`config.mk`:
```
export PLATFORM = sky130hd
export DESIGN_NAME = rps_round_ctrl
export DESIGN_NICKNAME = d
export VERILOG_FILES = /design/src/rtl/rps_pkg.sv /design/src/rtl/key_debouncer.sv /design/src/rtl/rps_round_ctrl.sv
export SDC_FILE = /design/constraint.sdc
export NUM_CORES = 1
export LEC_CHECK = 0
export ABC_CLOCK_PERIOD_IN_PS = 3900
export CAP_MARGIN = 10
export CORE_AREA = 8 8 108 110
export DETAILED_ROUTE_END_ITERATION = 8
export DIE_AREA = 0 0 116 118
export RECOVER_POWER = 100
export SLEW_MARGIN = 0
export SYNTH_ARGS = -nofsm -noshare
export SYNTH_HDL_FRONTEND = slang
export SYNTH_SLANG_ARGS = --single-unit
```
`constraint.sdc`:
```
create_clock -name CLOCK_50 -period 3.9 [get_ports CLOCK_50]
set_input_delay 0.78 -clock CLOCK_50 [delete_from_list [all_inputs] [get_ports CLOCK_50]]
set_output_delay 0.78 -clock CLOCK_50 [all_outputs]
set_load 0.02 [all_outputs]
```
`src/rtl/rps_pkg.sv`:
```
// rps_pkg
// Shared encodings and helpers for the rock-paper-scissors round controller.
//   choice_t  : ROCK=00, SCISSOR=01, PAPER=10, INVALID=11
//   mode_t    : player select (11 behaves as random)
//   outcome_t : round result seen from the user's side
//   state_t   : round controller FSM states
//   beats()   : 1 when choice a defeats choice b
//   judge()   : full outcome of a user/computer pair
package rps_pkg;

  typedef enum logic [1:0] {
    ROCK    = 2'b00,
    SCISSOR = 2'b01,
    PAPER   = 2'b10,
    INVALID = 2'b11
  } choice_t;

  typedef enum logic [1:0] {
    MODE_RANDOM    = 2'b00,
    MODE_MARKOV    = 2'b01,
    MODE_REINFORCE = 2'b10,
    MODE_RSVD      = 2'b11
  } mode_t;

  typedef enum logic [1:0] {
    OUT_WIN  = 2'b00,
    OUT_LOSE = 2'b01,
    OUT_DRAW = 2'b10,
    OUT_NONE = 2'b11
  } outcome_t;

  typedef enum logic [2:0] {
    S_IDLE     = 3'd0,
    S_WAIT_RDY = 3'd1,
    S_LATCH    = 3'd2,
    S_JUDGE    = 3'd3,
    S_HOLD     = 3'd4
  } state_t;

  function automatic logic beats(input logic [1:0] a, input logic [1:0] b);
    return ((a == ROCK)    && (b == SCISSOR)) ||
           ((a == SCISSOR) && (b == PAPER))   ||
           ((a == PAPER)   && (b == ROCK));
  endfunction

  function automatic outcome_t judge(input logic [1:0] u, input logic [1:0] c);
    outcome_t res;
    if ((u == INVALID) || (c == INVALID)) res = OUT_NONE;
    else if (u == c)                      res = OUT_DRAW;
    else if (beats(u, c))                 res = OUT_WIN;
    else                                  res = OUT_LOSE;
    return res;
  endfunction

endpackage

```
`src/rtl/key_debouncer.sv`:
```
// key_debouncer
// Two-flop synchroniser followed by a stability counter for an active-low key.
// A new level is accepted after DEBOUNCE_CYCLES consecutive samples that
// differ from the current accepted level.
// Ports:
//   CLOCK_50  in  system clock
//   reset     in  asynchronous active-low reset (clears all state)
//   i_key_n   in  raw key, active-low, asynchronous
//   o_level   out accepted (debounced) key level
//   o_press   out one-cycle pulse on accepted high-to-low transition
module key_debouncer #(
  parameter int unsigned DEBOUNCE_CYCLES = 500000
) (
  input  logic CLOCK_50,
  input  logic reset,
  input  logic i_key_n,
  output logic o_level,
  output logic o_press
);

  localparam int unsigned CW = (DEBOUNCE_CYCLES > 1) ? $clog2(DEBOUNCE_CYCLES) : 1;

  logic          r_sync1;
  logic          r_sync2;
  logic          r_level;
  logic          r_press;
  logic [CW-1:0] r_cnt;

  // Level resets low, so a released key after reset is accepted as a
  // low-to-high change and never produces a spurious press.
  always_ff @(posedge CLOCK_50 or negedge reset) begin
    if (!reset) begin
      r_sync1 <= 1'b0;
      r_sync2 <= 1'b0;
      r_level <= 1'b0;
      r_press <= 1'b0;
      r_cnt   <= '0;
    end else begin
      r_sync1 <= i_key_n;
      r_sync2 <= r_sync1;
      r_press <= 1'b0;
      if (r_sync2 == r_level) begin
        r_cnt <= '0;
      end else if (r_cnt == CW'(DEBOUNCE_CYCLES - 1)) begin
        r_cnt   <= '0;
        r_level <= r_sync2;
        r_press <= r_level & ~r_sync2;
      end else begin
        r_cnt <= r_cnt + CW'(1);
      end
    end
  end

  assign o_level = r_level;
  assign o_press = r_press;

endmodule

```
`src/rtl/rps_round_ctrl.sv`:
```
// rps_round_ctrl
// Round controller: debounces the start key, waits for the selected computer
// player, latches one choice per press, judges the round, keeps saturating
// scores and pulses round_done for one cycle.
// Optional feature macro: RPS_ROUND_TIMEOUT_EN -- WAIT_RDY gives up after
// TIMEOUT_CYCLES without re_ready and uses com_ra instead of com_re.
// Ports:
//   CLOCK_50, reset        clock, asynchronous active-low reset
//   start_n                raw start key (active-low)
//   user_choice, mode      user choice, player select
//   com_ra, com_m, com_re  random / Markov / reinforcement player choices
//   re_ready               reinforcement player has a valid choice
//   com_loaded,user_loaded latched choices
//   user_score, com_score  saturating scores
//   uwin, cwin, equ        last round outcome flags
//   round_done             one-cycle pulse when a round is judged
//   busy                   high whenever the FSM is not IDLE
module rps_round_ctrl #(
  parameter int unsigned DEBOUNCE_CYCLES = 500000,
  parameter int unsigned SCORE_W         = 8,
  parameter int unsigned TIMEOUT_CYCLES  = 50000000
) (
  input  logic               CLOCK_50,
  input  logic               reset,
  input  logic               start_n,
  input  logic [1:0]         user_choice,
  input  logic [1:0]         mode,
  input  logic [1:0]         com_ra,
  input  logic [1:0]         com_m,
  input  logic [1:0]         com_re,
  input  logic               re_ready,
  output logic [1:0]         com_loaded,
  output logic [1:0]         user_loaded,
  output logic [SCORE_W-1:0] user_score,
  output logic [SCORE_W-1:0] com_score,
  output logic               uwin,
  output logic               cwin,
  output logic               equ,
  output logic               round_done,
  output logic               busy
);

  import rps_pkg::*;

  state_t             r_state;
  state_t             w_state_nxt;
  logic               w_key_level;
  logic               w_press;
  logic               w_rdy_ok;
  logic               w_timeout;
  logic               w_force_ra;
  logic [1:0]         w_com_sel;
  logic [1:0]         r_com;
  logic [1:0]         r_user;
  logic [SCORE_W-1:0] r_user_score;
  logic [SCORE_W-1:0] r_com_score;
  logic               r_uwin;
  logic               r_cwin;
  logic               r_equ;
  logic               r_round_done;

  key_debouncer #(
    .DEBOUNCE_CYCLES(DEBOUNCE_CYCLES)
  ) u_deb (
    .CLOCK_50(CLOCK_50),
    .reset   (reset),
    .i_key_n (start_n),
    .o_level (w_key_level),
    .o_press (w_press)
  );

  assign w_rdy_ok = (mode != MODE_REINFORCE) || re_ready;

`ifdef RPS_ROUND_TIMEOUT_EN
  localparam int unsigned TW = (TIMEOUT_CYCLES > 1) ? $clog2(TIMEOUT_CYCLES) : 1;

  logic [TW-1:0] r_wait_cnt;
  logic          r_to;

  assign w_timeout = (r_state == S_WAIT_RDY) && (r_wait_cnt == TW'(TIMEOUT_CYCLES - 1));

  // Counter only runs inside WAIT_RDY, so it is zero on every entry.
  // r_to remembers that LATCH was reached by timeout rather than by re_ready.
  always_ff @(posedge CLOCK_50 or negedge reset) begin
    if (!reset) begin
      r_wait_cnt <= '0;
      r_to       <= 1'b0;
    end else begin
      r_wait_cnt <= (r_state == S_WAIT_RDY) ? r_wait_cnt + TW'(1) : '0;
      if (r_state == S_WAIT_RDY) r_to <= w_timeout && !w_rdy_ok;
      else if (r_state == S_IDLE) r_to <= 1'b0;
    end
  end

  assign w_force_ra = r_to;
`else
  assign w_timeout  = 1'b0;
  assign w_force_ra = 1'b0;
`endif

  always_comb begin
    w_com_sel = com_ra;
    case (mode_t'(mode))
      MODE_MARKOV:    w_com_sel = com_m;
      MODE_REINFORCE: w_com_sel = w_force_ra ? com_ra : com_re;
      default:        w_com_sel = com_ra;
    endcase
  end

  always_ff @(posedge CLOCK_50 or negedge reset) begin
    if (!reset) r_state <= S_IDLE;
    else        r_state <= w_state_nxt;
  end

  always_comb begin
    w_state_nxt = r_state;
    busy        = (r_state != S_IDLE);
    case (r_state)
      S_IDLE:     if (w_press) w_state_nxt = S_WAIT_RDY;
      S_WAIT_RDY: if (w_rdy_ok || w_timeout) w_state_nxt = S_LATCH;
      S_LATCH:    w_state_nxt = S_JUDGE;
      S_JUDGE:    w_state_nxt = S_HOLD;
      S_HOLD:     if (w_key_level) w_state_nxt = S_IDLE;
      default:    w_state_nxt = S_IDLE;
    endcase
  end

  always_ff @(posedge CLOCK_50 or negedge reset) begin
    if (!reset) begin
      r_com        <= '0;
      r_user       <= '0;
      r_user_score <= '0;
      r_com_score  <= '0;
      r_uwin       <= 1'b0;
      r_cwin       <= 1'b0;
      r_equ        <= 1'b0;
      r_round_done <= 1'b0;
    end else begin
      r_round_done <= 1'b0;
      case (r_state)
        S_LATCH: begin
          r_com  <= w_com_sel;
          r_user <= user_choice;
          r_uwin <= 1'b0;
          r_cwin <= 1'b0;
          r_equ  <= 1'b0;
        end
        S_JUDGE: begin
          r_round_done <= 1'b1;
          case (judge(r_user, r_com))
            OUT_WIN: begin
              r_uwin <= 1'b1;
              if (r_user_score != '1) r_user_score <= r_user_score + SCORE_W'(1);
            end
            OUT_LOSE: begin
              r_cwin <= 1'b1;
              if (r_com_score != '1) r_com_score <= r_com_score + SCORE_W'(1);
            end
            OUT_DRAW: r_equ <= 1'b1;
            default:  ;
          endcase
        end
        default: ;
      endcase
    end
  end

  assign com_loaded  = r_com;
  assign user_loaded = r_user;
  assign user_score  = r_user_score;
  assign com_score   = r_com_score;
  assign uwin        = r_uwin;
  assign cwin        = r_cwin;
  assign equ         = r_equ;
  assign round_done  = r_round_done;

endmodule

```
==> After elaboration in Yosys (flattened, before gate mapping) <==
Cells that the tools add are included.
{ "word_totals": {"register_bits": 50, "latch_bits": 0, "rom_bits": 0, "memories": 0, "ramBits": 0, "out_inout_bits": 25} }
{ "classes": {"mux": 20, "bitwise_logic": 3, "multipliers": 0, "add_sub_neg": 3, "div": 0, "n_lt_le_gt_ge": 0, "reduce_logical": 20, "shifts": 0, "eq_ne": 26} }
{ "op_table": {"columns": ["cell", "n"], "rows": [
  ["$mux W19", 2],
  ["$add A19 B1 Y19 const B", 1],
  ["$eq A19 B19 Y1 const B", 1],
  ["$add A8 B1 Y8 const B", 2],
  ["$ne A8 B8 Y1 const B", 2],
  ["$pmux W3 S5", 1],
  ["$eq A2 B2 Y1 const B", 6],
  ["$ne A2 B1 Y1 const B", 5],
  ["$mux W3", 3],
  ["$reduce_and A3 Y1", 3],
  ["$eq A2 B1 Y1 const B", 4],
  ["$reduce_and A2 Y1", 4],
  ["$mux W1", 7],
  ["$eq A3 B2 Y1 const B", 2],
  ["$logic_not A2 Y1", 3],
  ["$mux W2", 3],
  ["$pmux W1 S2", 3],
  ["$logic_or A1 B1 Y1", 4],
  ["$ne A2 B2 Y1 const B", 2],
  ["$pmux W2 S2", 1],
  ["$eq A3 B1 Y1 const B", 1],
  ["$eq A3 B3 Y1 const B", 1],
  ["$logic_and A1 B1 Y1", 3],
  ["$logic_not A3 Y1", 1],
  ["6 further kinds", 7]
]} }

==> Depth between registers and ports, before layout <==
{ "logic_depth": {"word_depth": 11, "depth_mapped": 7, "ltp_nobuf": 6} }

==> By module <==
Synthesis repeated with hierarchy kept, for this count alone.
{ "hier_totals": {"hier_cells": 237, "hier_area_um2": 2518.7} }
{ "by_module_without_submodules": {"columns": ["mod", "n_inst", "area_per_inst_um2", "cells_per_inst"], "rows": [
  ["rps_round_ctrl", 1, 1377.6, 126],
  ["key_debouncer", 1, 1141.1, 111]
]} }

==> Worst setup path after synthesis <==
OpenSTA, ideal clock, no wires.
{ "synth_path": {"path_type": "reg2reg", "start": "reg r_user[1] (netlist: user_loaded[1])", "end": "reg r_user_score[5] (netlist: user_score[5])", "stages_incl_launch_ff": 6, "path_slack_ps": 1763, "t_arrival_ps": 2009, "path_buffers": 0, "t_required_ps": 3772, "synth_period_minus_slack_ps": 2137, "setup_ps": 128, "path_cell_list": "dfrtp_1 mux2_4 o221a_4 or3_4 nor3_1 mux2_1"} }
{ "synth_via": {"elab_chain_len": 10, "word_cells_on_any_way": 17} }
{ "synth_lines": {"columns": ["item", "line_no", "text"], "rows": [
  ["start, declared", "rps_round_ctrl.sv:54", "logic [1:0] r_user;"],
  ["start signal, assigned", "rps_round_ctrl.sv:143", "r_user <= user_choice;"],
  ["$eq A2 B1 Y1 / $logic_not A2 Y1 (equally long branches)", "rps_pkg.sv:42, rps_pkg.sv:41", null],
  ["$logic_and A1 B1 Y1, on equally long branches", "rps_pkg.sv:42, rps_pkg.sv:41", null],
  ["$logic_or A1 B1 Y1", "rps_pkg.sv:41", "return ((a == ROCK) && (b == SCISSOR)) ||"],
  ["$logic_or A1 B1 Y1", "rps_pkg.sv:42", "((a == SCISSOR) && (b == PAPER)) ||"],
  ["$mux W1", "rps_pkg.sv:50", "else if (beats(u, c)) res = OUT_WIN;"],
  ["$mux W2", "rps_pkg.sv:49", "else if (u == c) res = OUT_DRAW;"],
  ["$mux W2 (*)", "rps_pkg.sv:48", "if ((u == INVALID) || (c == INVALID)) res = OUT_NONE;"],
  ["$mux W2 (*)", "rps_round_ctrl.sv:140", "case (r_state)"],
  ["$logic_not A2 Y1 (*)", "rps_round_ctrl.sv:150", "case (judge(r_user, r_com))"],
  ["$reduce_and A3 Y1 (no source line) (*)", null, null],
  ["end signal, assigned", "rps_round_ctrl.sv:153", "if (r_user_score != '1) r_user_score <= r_user_score + SCORE_W'(1);"],
  ["end, declared", "rps_round_ctrl.sv:55", "logic [SCORE_W-1:0] r_user_score;"]
]} }
Mark *: on every way between the ends. The rest lies on a longest branch, timed or not. The select of a mux whose other input is x is not followed.
A chain may end at the register's enable or synchronous reset.

==> Worst setup path in the final report <==
{ "layout_path": {"start": "reg r_state[2]", "end": "out busy"} }
{ "layout_via": {"elab_chain_len": 1} }
{ "layout_lines": {"columns": ["item", "line_no", "text"], "rows": [
  ["start, declared", "rps_round_ctrl.sv:45", "state_t r_state;"],
  ["start signal, assigned", "rps_round_ctrl.sv:112", "else r_state <= w_state_nxt;"],
  ["$reduce_bool A3 Y1", "rps_round_ctrl.sv:117", "busy = (r_state != S_IDLE);"],
  ["end, declared", "rps_round_ctrl.sv:40", "output logic busy"]
]} }
No other way between the ends.

==> flow_metrics.env <==
export IMPL_run_status="complete, no violations"
export IMPL_required_ps=3120
export IMPL_wirelength_um=5000
export IMPL_nNetsFinal=287
export IMPL_worstHoldPathCells=0
export IMPL_worstSetupPathType="reg2out"
export IMPL_tightest_slew_ps=1260
export IMPL_clock_skew_ps=7.24
export IMPL_mappedNetlistArea_um2=2400
export IMPL_synth_cells=224
export IMPL_ctsHoldBuffers=0
export IMPL_synth_cell_type_count=39
export IMPL_num_fill_cells=1031
export IMPL_start_util_pct=24.0
export IMPL_antennaDiodeCount=0
export IMPL_antenna_found_initial=0
export IMPL_drc=0
export IMPL_multi_input_area_um2=1070
export IMPL_reg2reg_slack_ps=1450
export IMPL_hold_ws_ps=360
export IMPL_wire_per_inst_um=12.4
export IMPL_firstDrtPassIters=4
export IMPL_via_count=1775
export IMPL_drv_slew=0
export IMPL_dp_hpwl_um=3630
export IMPL_clock_sinks=50
export IMPL_synth_async_reset_ratio_pct=100
export IMPL_synth_top_area_share_pct=52.1
export IMPL_post_cts_setup_buffers=0
export IMPL_p_per_area_nw_per_um2=310
export IMPL_drt_iter0_drc=59
export IMPL_path_max_fanout=6
export IMPL_max_freq_mhz=396
export IMPL_fin_crit_sh_pct=64.7
export IMPL_row_count=37
export IMPL_numCtsBuffers=5
export IMPL_via_per_inst=4.39
export IMPL_fin_tns_setup_ps=0
export IMPL_syn2layout_area_growth_pct=25.7
export IMPL_hp_start="u_deb.r_sync1$_DFF_PN0_"
export IMPL_die_w_um=116
export IMPL_fin_crit_ps=2520
export IMPL_grt_usage_pct=7.34
export IMPL_synth_nets=244
export IMPL_io_pins=39
export IMPL_grt_max_degree=51
export IMPL_cts_root_buf="clkbuf_8"
export IMPL_seq_area_um2=1250
export IMPL_r2r_end="com_score[1]$_DFFE_PN0P_"
export IMPL_synth_edff_count=0
export IMPL_rsz0062_at_grt="false"
export IMPL_cts_buffer_depth=2
export IMPL_ys_flop_type="dfrtp_1"
export IMPL_dieArea_um2=13700
export IMPL_whs_endpoint="u_deb.r_sync2$_DFF_PN0_"
export IMPL_cap_violations=0
export IMPL_synth_top_cell_by_area="dfrtp_1"
export IMPL_yosysSeqAreaShare_pct=52.1
export IMPL_cts_resized=0
export IMPL_maxSlewHeadroom_pct=16.0
export IMPL_cp_start_kind="register"
export IMPL_gp_congestion=0.702
export IMPL_hp_class="reg2reg"
export IMPL_io_buffers=38
export IMPL_cts_max_level=2
export IMPL_hold_viol_final=0
export IMPL_end_kind="output pin"
export IMPL_power_total_uw=937
export IMPL_worstRegToRegCells=4
export IMPL_postRouteAntennaNets=0
export IMPL_synthTopCellsByArea="dfrtp_1 (52%), xor2_1 (5.1%), xnor2_1 (4.7%), nor2_1 (4.7%), mux2_2 (3.3%)"
export IMPL_power_leakage_nw=1.33
export IMPL_yosys_register_bits=50
export IMPL_clkTransAtPathRegs_ps=90
export IMPL_setup_violations_final=0
export IMPL_cts_tree="done"
export IMPL_crit_arrival_ps=1740
export IMPL_drive_gt1_share_pct=6.72
export IMPL_grt_ovfl_total=0
export IMPL_r2r_start="user_loaded[1]$_DFFE_PN0P_"
export IMPL_grt_pass1_vias=1711
export IMPL_ir_worst_vdd_v=0.000145
export IMPL_core_area_um2=10000
export IMPL_synth_area_per_cell_um2=10.7
export IMPL_dieHeight_um=118
export IMPL_yosys_warnings=0
export IMPL_insertion_delay_ps=300
export IMPL_grt_pass1_wl_um=8340
registers in the layout (all words and copies together), names as in the netlist, 2 cells and up:
name / count
com_loaded: 2
com_score: 8
r_state: 3
u_deb.r_cnt: 19
user_loaded: 2
user_score: 8
synthesized netlist by cell type, types with 4 or more instances:
cell type / number
o21ai_0: 4
and3_1: 4
nand3_1: 12
nor2_1: 30
mux2_2: 7
nand4_1: 12
nand2b_1: 7
nand2_1: 17
a21oi_1: 5
nor3_1: 6
dfrtp_1: 50
inv_1: 7
xor2_1: 14
xnor2_1: 13
ha_1: 6
cells in the final DEF, fill, tap and decap left out, types with 4 or more instances in the layout:
master / synthesis / layout
clkbuf_8: 0 / 5
o21ai_0: 4 / 4
nand2b_1: 7 / 7
mux2_2: 7 / 7
dlygate4sd3_1: 0 / 27
xnor2_1: 13 / 13
nand3_1: 12 / 12
nor2_1: 30 / 30
nand2_1: 17 / 17
ha_1: 6 / 6
nand4_1: 12 / 12
xor2_1: 14 / 14
and3_1: 4 / 4
inv_1: 7 / 7
clkdlybuf4s50_1: 0 / 10
a21oi_1: 5 / 5
nor3_1: 6 / 7
dfrtp_1: 50 / 50
how the worst max path moves through the flow:
stage                                endpoint  cells past startpoint  slack (ps)                        from
floorplan           user_score[5]$_DFFE_PN0P_                      5        1760  user_loaded[1]$_DFFE_PN0P_
detailed placement  com_loaded[0]$_DFFE_PN0P_                      7        1790                     mode[0]
global placement                         busy                      2        1810      r_state[2]$_DFFE_PN0P_
CTS                                      busy                      2        1450      r_state[2]$_DFFE_PN0P_
finish                                   busy                      2        1380      r_state[2]$_DFFE_PN0P_
global route         com_score[7]$_DFFE_PN0P_                      5        1240  user_loaded[1]$_DFFE_PN0P_
worst max-delay path, cell delays in order (launching register included):
cell and delay, ps:
dfrtp_1 430, or3_1 370, dlygate4sd3_1 650
where the power goes:
part | internal, mW | switching, mW
logic | 0.0209 | 0.0239
clock network | 0.192 | 0.173
registers | 0.523 | 0.00486
metrics by stage:
| step | worst slack [ps] | area [um^2] | utilization (%) | cells |
|---|---|---|---|---|
| after floorplan | 1760 | 2400 | - | 224 |
| final | 1380 | 3020 | 30.2 | 404 |
| after global placement | 1810 | 2940 | 29.4 | 395 |
| after detailed placement | 1790 | 2940 | 29.4 | 395 |
| after CTS | 1450 | 3050 | 30.5 | 403 |
| after global routing | 1240 | 3020 | 30.2 | 404 |
routing by layer:
layer  vias to the layer above  part of all wire, %  GRT usage [%]
li1                        867                    -              -
met1                       860                   45           9.42
met2                        44                   47           11.8
met3                         4                  6.4           1.95
met4                         0                 0.64           1.87
met5                         -                    0              0
logic make-up after synthesis:
| group | after synthesis | share of synthesized area (%) |
|---|---|---|
| AOI/OAI and AO/OA | 17 | 5.00 |
| and+or+nand+nor | 104 | 23.5 |
| buffers and inverters | 10 | 1.61 |
| xor gates and xnor gates | 27 | 9.84 |
| adders and majority gates | 6 | 3.12 |
| DFF | 50 | 52.1 |
| muxes | 10 | 4.84 |
area by class of cell:
class	count	share of cell area (%)
Multi-Input combinational cell	164	35.4
Tap cell	136	5.63
Sequential cell	50	41.4
Clock inverter	2	1.24
Clock buffer	6	2.40
Timing Repair Buffer	39	13.0
Inverter	7	0.870
(Power assumes the default switching activity.)
==> RTL edit, RTL diff (same settings) <==
The 5 states of `state_t` get a Gray code encoding in 3 bits.
--- a/src/rtl/rps_pkg.sv
+++ b/src/rtl/rps_pkg.sv
@@ -31,9 +31,9 @@
 
   typedef enum logic [2:0] {
-    S_IDLE     = 3'd0,
-    S_WAIT_RDY = 3'd1,
-    S_LATCH    = 3'd2,
-    S_JUDGE    = 3'd3,
-    S_HOLD     = 3'd4
+    S_IDLE     = 3'b000,
+    S_WAIT_RDY = 3'b001,
+    S_LATCH    = 3'b011,
+    S_JUDGE    = 3'b010,
+    S_HOLD     = 3'b110
   } state_t;
 
Behaviour: same outputs for any inputs over 10 cycles, from zero or initial values and one cycle with reset low; not proved beyond that.
==> RTL edit against the original RTL <==
The flow now finishes with violations (max-capacitance violations, max-slew violations). Non-clock buffer count is the same. Register-to-register slack gained 0.24 ns. Cell area fell by 0.91%. Count of clock-buffer cells in the layout increased by 1. Wire length decreased by 4.7%. Sequential share of layout area grew 0.38 points. Sequential cell count stayed put. Cell count increased by 0.99%. Worst setup slack worse by 0.12 ns. Area after synthesis up 0.68%. Total power decreased by 1.6%. Critical path type is now input pin to asynchronous set/reset pin. Critical endpoint is now u_deb.r_cnt[7]$_DFF_PN0_. Largest cell class unchanged.
==> RTL edit: results (changes against the original RTL) <==
met3 usage = 2.21% (was 1.95%)
Reg clk slew, reported paths = 0.09 ns (about the same)
relative slew slack = -6.68% (was 16.0%)
Worst VDD drop = 121 uV (was 145 uV)
area delta synth->final = 23.7% (was 25.7%)
Syn Area/Cell = 10.7 um2 (about the same)
sequential-to-total area share from yosys stat = 51.7% (was 52.1%)
Slew Viols, Final = 32 (was 0)
met1 Use GR = 8.22% (was 9.42%)
Crit. Startpoint = reset (was r_state[2]$_DFFE_PN0P_)
GRT Total Usage = 7.08% (was 7.34%)
mux cell area share after synthesis = 3.41% (was 4.84%)
nets@finish = 291 (was 287)
Hold/Removal Path Class = flip-flop to flip-flop (unchanged)
min setup slack post-route = 1.25 ns (was 1.38 ns)
RR Endpoint = user_score[7]$_DFFE_PN0P_ (was com_score[1]$_DFFE_PN0P_)
Synth Area in Compound Gates = 6.10% (was 5.00%)
failing checks = max-capacitance violations, max-slew violations
final WL = 4760 um (was 5000 um)
Hold Slack = 0.353 ns (was 0.360 ns)
LEAKAGE = 1.32 nW (was 1.33 nW)
Reg-to-Reg Start = user_loaded[1]$_DFFE_PN0P_ (unchanged)
reg2reg setup slack = 1.69 ns (was 1.45 ns)
Clock Skews = 0.00762 ns (was 0.00724 ns)
worst r2r path cells = 5 (was 4)
CP max stage delay = 1.23 ns (was 0.65 ns)
max_cap viols = 1 (was 0)
CP max FO = 31 (was 6)
leading post-synthesis cells by cell area = dfrtp_1 52%, xor2_1 6.9%, nor2_1 5.7% (was dfrtp_1 52%, xor2_1 5.1%, xnor2_1 4.7%)
GPL Wtd Cong = 0.719 (was 0.702)
syn nets = 247 (was 244)
Vias = 1,733 (was 1,775)
adder and majority cell fraction of the synthesized area = 3.10% (was 3.12%)
1st-iter DRT viols = 55 (was 59)
vias per cell = 4.25 (was 4.39)
slowest CP cell = clkbuf_1 (was dlygate4sd3_1)
first-pass GRT wire length = 8050 um (was 8340 um)
Synth top cells by count = 50 x dfrtp_1, 37 x nor2_1, 23 x nand2_1 (was 50 x dfrtp_1, 30 x nor2_1, 17 x nand2_1)
filler instances = 1,056 (was 1,031)
met2 GRT Util = 11.9% (was 11.8%)
CP endpoint = u_deb.r_cnt[7]$_DFF_PN0_ (was busy)
layout cells sized above 1 = 5.88% (was 6.72%)
Crit path arrival time = 2.77 ns (was 1.74 ns)
status = finished, violations left (was finished, final reports clean)
min-delay src = u_deb.r_sync1$_DFF_PN0_ (unchanged)
post-synthesis cell type count = 42 (was 39)
## RTL edit: cell type report
type | instances | share of cell area (%)
inverters | 7 | 0.878
flip-flops and latches | 50 | 41.8
clock buffers | 7 | 2.55
well taps | 136 | 5.68
clock inverters | 1 | 1.00
repair buffers | 39 | 12.6
multi-input cells | 168 | 35.5
## RTL edit: where the power goes
part / leakage, nW / switching (mW) / total (mW) / internal [mW]
Combinational: 0.606 / 0.0223 / 0.0413 / 0.0191
Sequential: 0.666 / 0.00496 / 0.527 / 0.522
Clock: 0.0524 / 0.161 / 0.353 / 0.192
Total: 1.32 / 0.188 / 0.922 / 0.734
## RTL edit: routing by layer
| metal | vias to the layer above | share of wire (%) |
|---|---|---|
| met3 | 6 | 7.3 |
| met4 | 0 | 1.2 |
| met5 | - | 0 |
| li1 | 868 | - |
| met2 | 32 | 48 |
| met1 | 827 | 44 |
